### src/rtl/latch_bank_ctrl_pkg.sv
// rtl/latch_bank_ctrl_pkg.sv - shared state encoding and parameter defaults for latch_bank_ctrl
//
// Purpose: defines the controller state type and the default bank geometry
// used by latch_bank_ctrl and its round-robin arbiter.
// Ports: none (package).
package latch_bank_ctrl_pkg;

  localparam int NREQ_DEF = 4;  // requesters sharing the bank
  localparam int DW_DEF   = 8;  // latch data width
  localparam int AW_DEF   = 2;  // latch address width, bank depth 2**AW

  // CLEAR and HOLD_CLR are only reachable when LATCH_BANK_CTRL_CLEAR_EN is built.
  typedef enum logic [2:0] {
    IDLE     = 3'd0,
    SETUP    = 3'd1,
    WRITE    = 3'd2,
    HOLD     = 3'd3,
    CLEAR    = 3'd4,
    HOLD_CLR = 3'd5
  } state_t;

endpackage

### src/rtl/latch_bank_ctrl_rr_arbiter.sv
// rtl/latch_bank_ctrl_rr_arbiter.sv - round-robin requester arbiter with advance-on-completion pointer
//
// Purpose: combinationally selects the first asserted request at or after the
// round-robin pointer (wrapping NREQ-1 to 0). The pointer moves to the slot
// after the completed requester when advance_i is strobed.
// Ports:
//   clk        system clock, rising edge
//   reset_n    asynchronous active-low reset, pointer returns to 0
//   req_i      per-requester request levels
//   advance_i  one-cycle strobe: move pointer past adv_id_i
//   adv_id_i   index of the requester whose write just completed
//   valid_o    at least one request is asserted
//   grant_o    index of the selected requester (valid when valid_o)
module rr_arbiter #(
  parameter int NREQ = 4,
  parameter int IW   = 2
) (
  input  logic            clk,
  input  logic            reset_n,
  input  logic [NREQ-1:0] req_i,
  input  logic            advance_i,
  input  logic [IW-1:0]   adv_id_i,
  output logic            valid_o,
  output logic [IW-1:0]   grant_o
);

  logic [IW-1:0]     ptr_q;
  logic [2*NREQ-1:0] dbl;
  logic [NREQ-1:0]   rot;
  logic              valid_d;
  logic [IW-1:0]     grant_d;
  int                sum;

  always_ff @(posedge clk or negedge reset_n) begin
    if (!reset_n) begin
      ptr_q <= '0;
    end else if (advance_i) begin
      ptr_q <= (adv_id_i == IW'(NREQ - 1)) ? '0 : adv_id_i + 1'b1;
    end
  end

  // Rotating the doubled request vector puts the pointer slot at bit 0, so the
  // lowest set bit of rot is the round-robin winner.
  assign dbl = {req_i, req_i};
  assign rot = NREQ'(dbl >> ptr_q);

  always_comb begin
    valid_d = 1'b0;
    grant_d = '0;
    sum     = 0;
    for (int k = 0; k < NREQ; k++) begin
      if (!valid_d && rot[k]) begin
        sum = int'(ptr_q) + k;
        if (sum >= NREQ) sum = sum - NREQ;
        valid_d = 1'b1;
        grant_d = IW'(sum);
      end
    end
  end

  assign valid_o = valid_d;
  assign grant_o = grant_d;

endmodule

### src/rtl/latch_bank_ctrl.sv
// rtl/latch_bank_ctrl.sv - write sequencer for a shared bank of D-latch registers
//
// Purpose: arbitrates round-robin between requesters, captures the winner's
// data/address at grant, then drives the bank through SETUP (data on bus),
// WRITE (one-hot enable for one cycle) and HOLD (data held, ack pulse).
// lat_rst is high during reset and through the first edge after release.
// Optional macro LATCH_BANK_CTRL_CLEAR_EN adds a bank-clear request path.
// Ports:
//   clk       system clock, rising edge
//   reset_n   asynchronous active-low reset
//   req       per-requester write request (level)
//   wdata     requester data, requester i at [i*DW +: DW]
//   waddr     requester latch address, requester i at [i*AW +: AW]
//   ack       one-cycle one-hot write-done pulse
//   lat_d     shared data bus to the latch bank
//   lat_en    one-hot latch enable
//   lat_rst   active-high latch-bank reset
//   busy      transaction in progress
//   grant_id  index of current/last granted requester
//   clr_req   (LATCH_BANK_CTRL_CLEAR_EN) request a bank clear, wins over req
//   clr_ack   (LATCH_BANK_CTRL_CLEAR_EN) one-cycle clear-done pulse
module latch_bank_ctrl
  import latch_bank_ctrl_pkg::*;
#(
  parameter  int NREQ = NREQ_DEF,
  parameter  int DW   = DW_DEF,
  parameter  int AW   = AW_DEF,
  localparam int IW   = $clog2(NREQ),
  localparam int NL   = 2 ** AW
) (
  input  logic               clk,
  input  logic               reset_n,
  input  logic [NREQ-1:0]    req,
  input  logic [NREQ*DW-1:0] wdata,
  input  logic [NREQ*AW-1:0] waddr,
`ifdef LATCH_BANK_CTRL_CLEAR_EN
  input  logic               clr_req,
  output logic               clr_ack,
`endif
  output logic [NREQ-1:0]    ack,
  output logic [DW-1:0]      lat_d,
  output logic [NL-1:0]      lat_en,
  output logic               lat_rst,
  output logic               busy,
  output logic [IW-1:0]      grant_id
);

  state_t          state_q;
  logic [NREQ-1:0] ack_q;
  logic [DW-1:0]   lat_d_q;
  logic [NL-1:0]   lat_en_q;
  logic            lat_rst_q;
  logic            busy_q;
  logic [IW-1:0]   grant_id_q;
  logic [AW-1:0]   addr_q;
  logic [NL-1:0]   en_dec;
  logic            arb_valid;
  logic [IW-1:0]   arb_grant;
`ifdef LATCH_BANK_CTRL_CLEAR_EN
  logic            clr_ack_q;
`endif

  rr_arbiter #(
    .NREQ (NREQ),
    .IW   (IW)
  ) u_arb (
    .clk       (clk),
    .reset_n   (reset_n),
    .req_i     (req),
    .advance_i (state_q == HOLD),
    .adv_id_i  (grant_id_q),
    .valid_o   (arb_valid),
    .grant_o   (arb_grant)
  );

  always_comb begin
    en_dec         = '0;
    en_dec[addr_q] = 1'b1;
  end

  // Outputs are registered alongside the state: each branch loads the output
  // values belonging to the state being entered. lat_d_q doubles as the
  // captured write data, so it is only loaded at grant.
  always_ff @(posedge clk or negedge reset_n) begin
    if (!reset_n) begin
      state_q    <= IDLE;
      ack_q      <= '0;
      lat_d_q    <= '0;
      lat_en_q   <= '0;
      lat_rst_q  <= 1'b1;
      busy_q     <= 1'b0;
      grant_id_q <= '0;
      addr_q     <= '0;
`ifdef LATCH_BANK_CTRL_CLEAR_EN
      clr_ack_q  <= 1'b0;
`endif
    end else begin
      ack_q     <= '0;
      lat_en_q  <= '0;
      lat_rst_q <= 1'b0;
`ifdef LATCH_BANK_CTRL_CLEAR_EN
      clr_ack_q <= 1'b0;
`endif
      case (state_q)
        IDLE: begin
`ifdef LATCH_BANK_CTRL_CLEAR_EN
          if (clr_req) begin
            state_q   <= CLEAR;
            lat_rst_q <= 1'b1;
            busy_q    <= 1'b1;
          end else
`endif
          if (arb_valid) begin
            state_q    <= SETUP;
            grant_id_q <= arb_grant;
            lat_d_q    <= wdata[arb_grant*DW +: DW];
            addr_q     <= waddr[arb_grant*AW +: AW];
            busy_q     <= 1'b1;
          end else begin
            busy_q <= 1'b0;
          end
        end
        SETUP: begin
          state_q  <= WRITE;
          lat_en_q <= en_dec;
        end
        WRITE: begin
          state_q           <= HOLD;
          ack_q[grant_id_q] <= 1'b1;
        end
        HOLD: begin
          state_q <= IDLE;
          busy_q  <= 1'b0;
        end
`ifdef LATCH_BANK_CTRL_CLEAR_EN
        CLEAR: begin
          state_q   <= HOLD_CLR;
          clr_ack_q <= 1'b1;
        end
        HOLD_CLR: begin
          state_q <= IDLE;
          busy_q  <= 1'b0;
        end
`endif
        default: begin
          state_q <= IDLE;
          busy_q  <= 1'b0;
        end
      endcase
    end
  end

  assign ack      = ack_q;
  assign lat_d    = lat_d_q;
  assign lat_en   = lat_en_q;
  assign lat_rst  = lat_rst_q;
  assign busy     = busy_q;
  assign grant_id = grant_id_q;
`ifdef LATCH_BANK_CTRL_CLEAR_EN
  assign clr_ack  = clr_ack_q;
`endif

endmodule
### config.mk
export PLATFORM = sky130hd
export DESIGN_NAME = latch_bank_ctrl
export DESIGN_NICKNAME = d
export VERILOG_FILES = /design/src/rtl/latch_bank_ctrl_pkg.sv /design/src/rtl/latch_bank_ctrl_rr_arbiter.sv /design/src/rtl/latch_bank_ctrl.sv
export SDC_FILE = /design/constraint.sdc
export NUM_CORES = 1
export LEC_CHECK = 0
export CAP_MARGIN = 10
export CORE_ASPECT_RATIO = 0.75
export CORE_UTILIZATION = 37
export DETAILED_ROUTE_END_ITERATION = 12
export GPL_ROUTABILITY_DRIVEN = 0
export GPL_TIMING_DRIVEN = 0
export PLACE_DENSITY_LB_ADDON = 0.08
export REMOVE_ABC_BUFFERS = 1
export SLEW_MARGIN = 15
export SYNTH_ARGS = -nofsm -noshare
export SYNTH_HDL_FRONTEND = slang
export SYNTH_SLANG_ARGS = --single-unit
### constraint.sdc
create_clock -name clk -period 1.56 [get_ports clk]
set_clock_uncertainty 0.2 [all_clocks]
set_input_delay 0.312 -clock clk [delete_from_list [all_inputs] [get_ports clk]]
set_output_delay 0.312 -clock clk [all_outputs]
set_load 0.05 [all_outputs]
==> results.txt <==
- The flow ran to the end, but the final reports show violations.
* Violations in the final reports: negative setup slack
* Cell count after synthesis: 126
* Start-to-end type of the worst setup path: flop to flop
* Highest Clock Rate: 0.556 GHz
- Final count of hold timing violations: 0
- Most used DFF post-synth: sky130_fd_sc_hd__dfrtp_1
- Total core area: approximately 0.0034 mm^2
- The Yosys step of the flow raised 0 warnings.
* Synth Area per Inst: 11.1 um^2
* Number of H-tree levels: 1
* Count of boundary I/O pins: 66
- For this run, design rule violations remaining after detail routing come to 0.
- On the final layout, the worst hold slack is 0.289 ns.
- Cell with the largest stage delay on the worst path: sky130_fd_sc_hd__dfrtp_2
- Worst-skew pair later-pin latency: 0.27 ns
- Critical Path, Cell by Cell: nor2b_4 -> a21oi_4 -> o221ai_4 -> clkbuf_16 -> mux2i_1 -> o221ai_1
* Unrepaired setup endpoints after global routing: true
* Max Cap Viol: 0
- Yosys cell types: 30
* CTS Buf Count: 3
* Final layout net count: about 260
* Post-synth top area cell: sky130_fd_sc_hd__dfrtp_1
* LEAKAGE: 1.09 nW
- The die covers 0.00404 mm^2.
- Sink Count: 26
* HPWL after detailed placement: roughly 2600 um
- Stage delay of the slowest cell on the critical path: about 0.45 ns
- STA classifies the critical path startpoint as a flop.
- Largest voltage drop on the vdd net: roughly 1.2 mV
- Layout overhead on the synthesized area: 71.6%
* Area share of the leading cell type in the synthesized netlist: 0.446
* Antenna-violating nets left: 0
- Via total after detailed routing: 1310
* Post-synthesis instance area: 0.00140 mm^2
- The first global-routing pass estimated 6600 um of wire.
- Port-buffer cells: 65
- STA classifies the critical path endpoint as a flop.
- Buffers from clock root to sink, at most: 2
* Clock period minus final worst setup slack: 1.80 ns
- Async set or reset register ratio after synthesis: 1.00
- In the final layout, the multi-input gates occupy 811 um^2.
- Entering global routing, the biggest net connects 27 pins.
- Power spread over the standard cell area amounts to 1890 mW/mm^2.
* Total gr overflow: 0
- Endpoint arrival time on the critical path: 1.74 ns
- Setup violations remaining at the end of the flow were counted as 11.
* Horiz. Die Dim: 73.1 um
- From bottom edge to top edge, the die measures around 55 um.
* Final TNS setup: -2.05 ns
- The repair_antennas step left the layout with diodes totalling 0.
- Leaving out fill and tap cells, the most frequent cell in the layout is sky130_fd_sc_hd__clkdlybuf4s50_1.
- The filler cells instantiated in the layout total 271.
* Area contributors post-synth: sky130_fd_sc_hd__dfrtp_1 (45%), sky130_fd_sc_hd__mux2i_1 (14%), sky130_fd_sc_hd__ha_1 (7.1%), sky130_fd_sc_hd__o221ai_1 (6.3%), sky130_fd_sc_hd__nand2_1 (5.1%)
- Fraction of final layout cells with drive strength greater than 1: 0.304
* Initial antenna violation count: 0
* Tcrit/Tclk final: 1.15
* Clock-pin slew on the worst setup and hold paths: 0.10 ns
- In the final layout, flip-flops and latches occupy ~650 um^2.
- Number of max-slew violations in the final report: 0
* Detailed-router iteration count before antenna repair: 4
- WL/cell: 16.3 um
* Vias/cell: between 5 and 6
* Worst Hold Depth: 2
* Vias in the first global route: 1372
- For the pin with the worst max-slew slack, the measured transition is 0.592 ns.
- Commonest non-fill, non-tap cells in the layout: sky130_fd_sc_hd__clkdlybuf4s50_1 (40), sky130_fd_sc_hd__dfrtp_1 (23), sky130_fd_sc_hd__nand2_1 (19), sky130_fd_sc_hd__mux2i_1 (19), sky130_fd_sc_hd__clkdlybuf4s15_2 (15)
- Across every metal layer, demand over resource in global routing totals 0.214.
- Max-slew headroom at the worst pin: 0.605
- Seq cells post-synth: 26
- Path category of the worst min-delay check: flop to flop
- Count of flip-flops with a built-in enable after synthesis: 0
- Summing internal, switching and leakage power gives 4.55 mW.
- CTS tree: built
- Required time of the worst setup path: 1.51 ns
- In this run the clock root is driven by a sky130_fd_sc_hd__clkbuf_8.
- Post-synthesis sequential area ratio: 0.465
- Initial Util: 0.407
- Length in cells of the worst reg-to-reg path: 6
* Setup slack after layout: -0.237 ns
* Iteration-0 DRC Markers: 54
- Cell area after placement: 0.00208 mm^2
- Summing all non-filler instances in the final layout gives an area of 0.00240 mm^2.
- Final WL: 4200 um
* Highest fanout seen on the critical path: 5
- Num rows: 18
[kinds of logic (layout without fill, tap and decap cells)]
| group | count (synthesis) | count (layout) | synth area share |
|---|---|---|---|
| AO/OA/AOI/OAI | 22 | 23 | 0.122 |
| adder cells (fa/ha/maj) | 8 | 8 | 0.0714 |
| buffers and inverters | 10 | 88 | 0.0446 |
| flip-flops | 26 | 26 | 0.465 |
| multiplexers | 22 | 22 | 0.159 |
| other | 1 | 1 | 0.00268 |
| AND/OR/NAND/NOR | 37 | 39 | 0.135 |
[path summary, 6_finish.rpt]
check	slack (ns)	from	to
max	-0.24	u_arb.ptr_q[0]$_DFFE_PN0N_	lat_d[3]$_DFFE_PN0P_
max in group asynchronous	0.36	reset_n	u_arb.ptr_q[1]$_DFFE_PN0N_
max reg2reg	-0.24	u_arb.ptr_q[0]$_DFFE_PN0N_	lat_d[3]$_DFFE_PN0P_
min	0.29	busy$_DFFE_PN0N_	busy$_DFFE_PN0N_
min reg2reg	0.29	busy$_DFFE_PN0N_	busy$_DFFE_PN0N_
min in group asynchronous	0.37	reset_n	busy$_DFFE_PN0N_
[state kept, by name, indices dropped and copies added (netlist names)]
| signal | flops |
|---|---|
| addr_q | 2 |
| state_q | 2 |
| lat_d | 8 |
| lat_en | 4 |
| grant_id | 2 |
| u_arb.ptr_q | 2 |
| busy | 1 |
| ack | 4 |
| lat_rst | 1 |
[report_power, final]
part | internal (mW) | total [mW] | switching (mW)
sequential | 0.957 | 1.17 | 0.209
combinational | 1.18 | 2.82 | 1.64
clock | 0.344 | 0.565 | 0.221
[cell usage after synthesis, drive strengths merged, types with 2 or more instances]
| master | instances |
|---|---|
| nor2b | 3 |
| ha | 8 |
| dfrtp | 25 |
| nor2 | 5 |
| o22ai | 2 |
| mux2i | 20 |
| nand2 | 19 |
| nand2b | 2 |
| mux2 | 2 |
| o221ai | 11 |
| o21ai | 5 |
| buf | 4 |
| and2 | 4 |
| inv | 5 |
[metal layers]
layer / vias up / wire length [um] / global-route usage
li1: 615 / - / -
met1: 635 / 1870 / 0.286
met2: 56 / 2000 / 0.356
met3: 4 / 291 / 0.0529
met4: 0 / 31 / 0.0336
met5: - / 0 / 0
[stage by stage]
step	setup slack [ns]	instances	utilization
final	-0.237	257	0.698
after global routing	-0.291	257	0.698
after CTS	-0.222	255	0.692
after detailed placement	-1.08	236	0.604
after global placement	-1.39	236	0.601
after floorplan	-0.649	121	-
[critical path, delay by kind of cell (launching register included)]
family	cells	cell delay, ns
compound gates	3	0.44
buf+inv	1	0.21
mux	1	0.20
simple gates	1	0.16
flops	1	0.45
[area by class of cell]
class                           count  area share
Clock buffer                        3      0.0172
Clock inverter                      1      0.0125
Inverter                            5     0.00780
Sequential cell                    26       0.272
Tap cell                           50      0.0260
Multi-Input combinational cell     93       0.337
Timing Repair Buffer               79       0.327
[timing repair]
action / in CTS / in global routing
setup endpoints to repair: 60 / 17
gates resized for setup: 95 / 14
endpoints found under the hold margin: 0 / 25
cloned: 3 / 1
pin swaps: 15 / 1
hold buffers: 0 / 1
buffers inserted: 13 / 0
No activity file was read; power rests on OpenSTA's default activity.
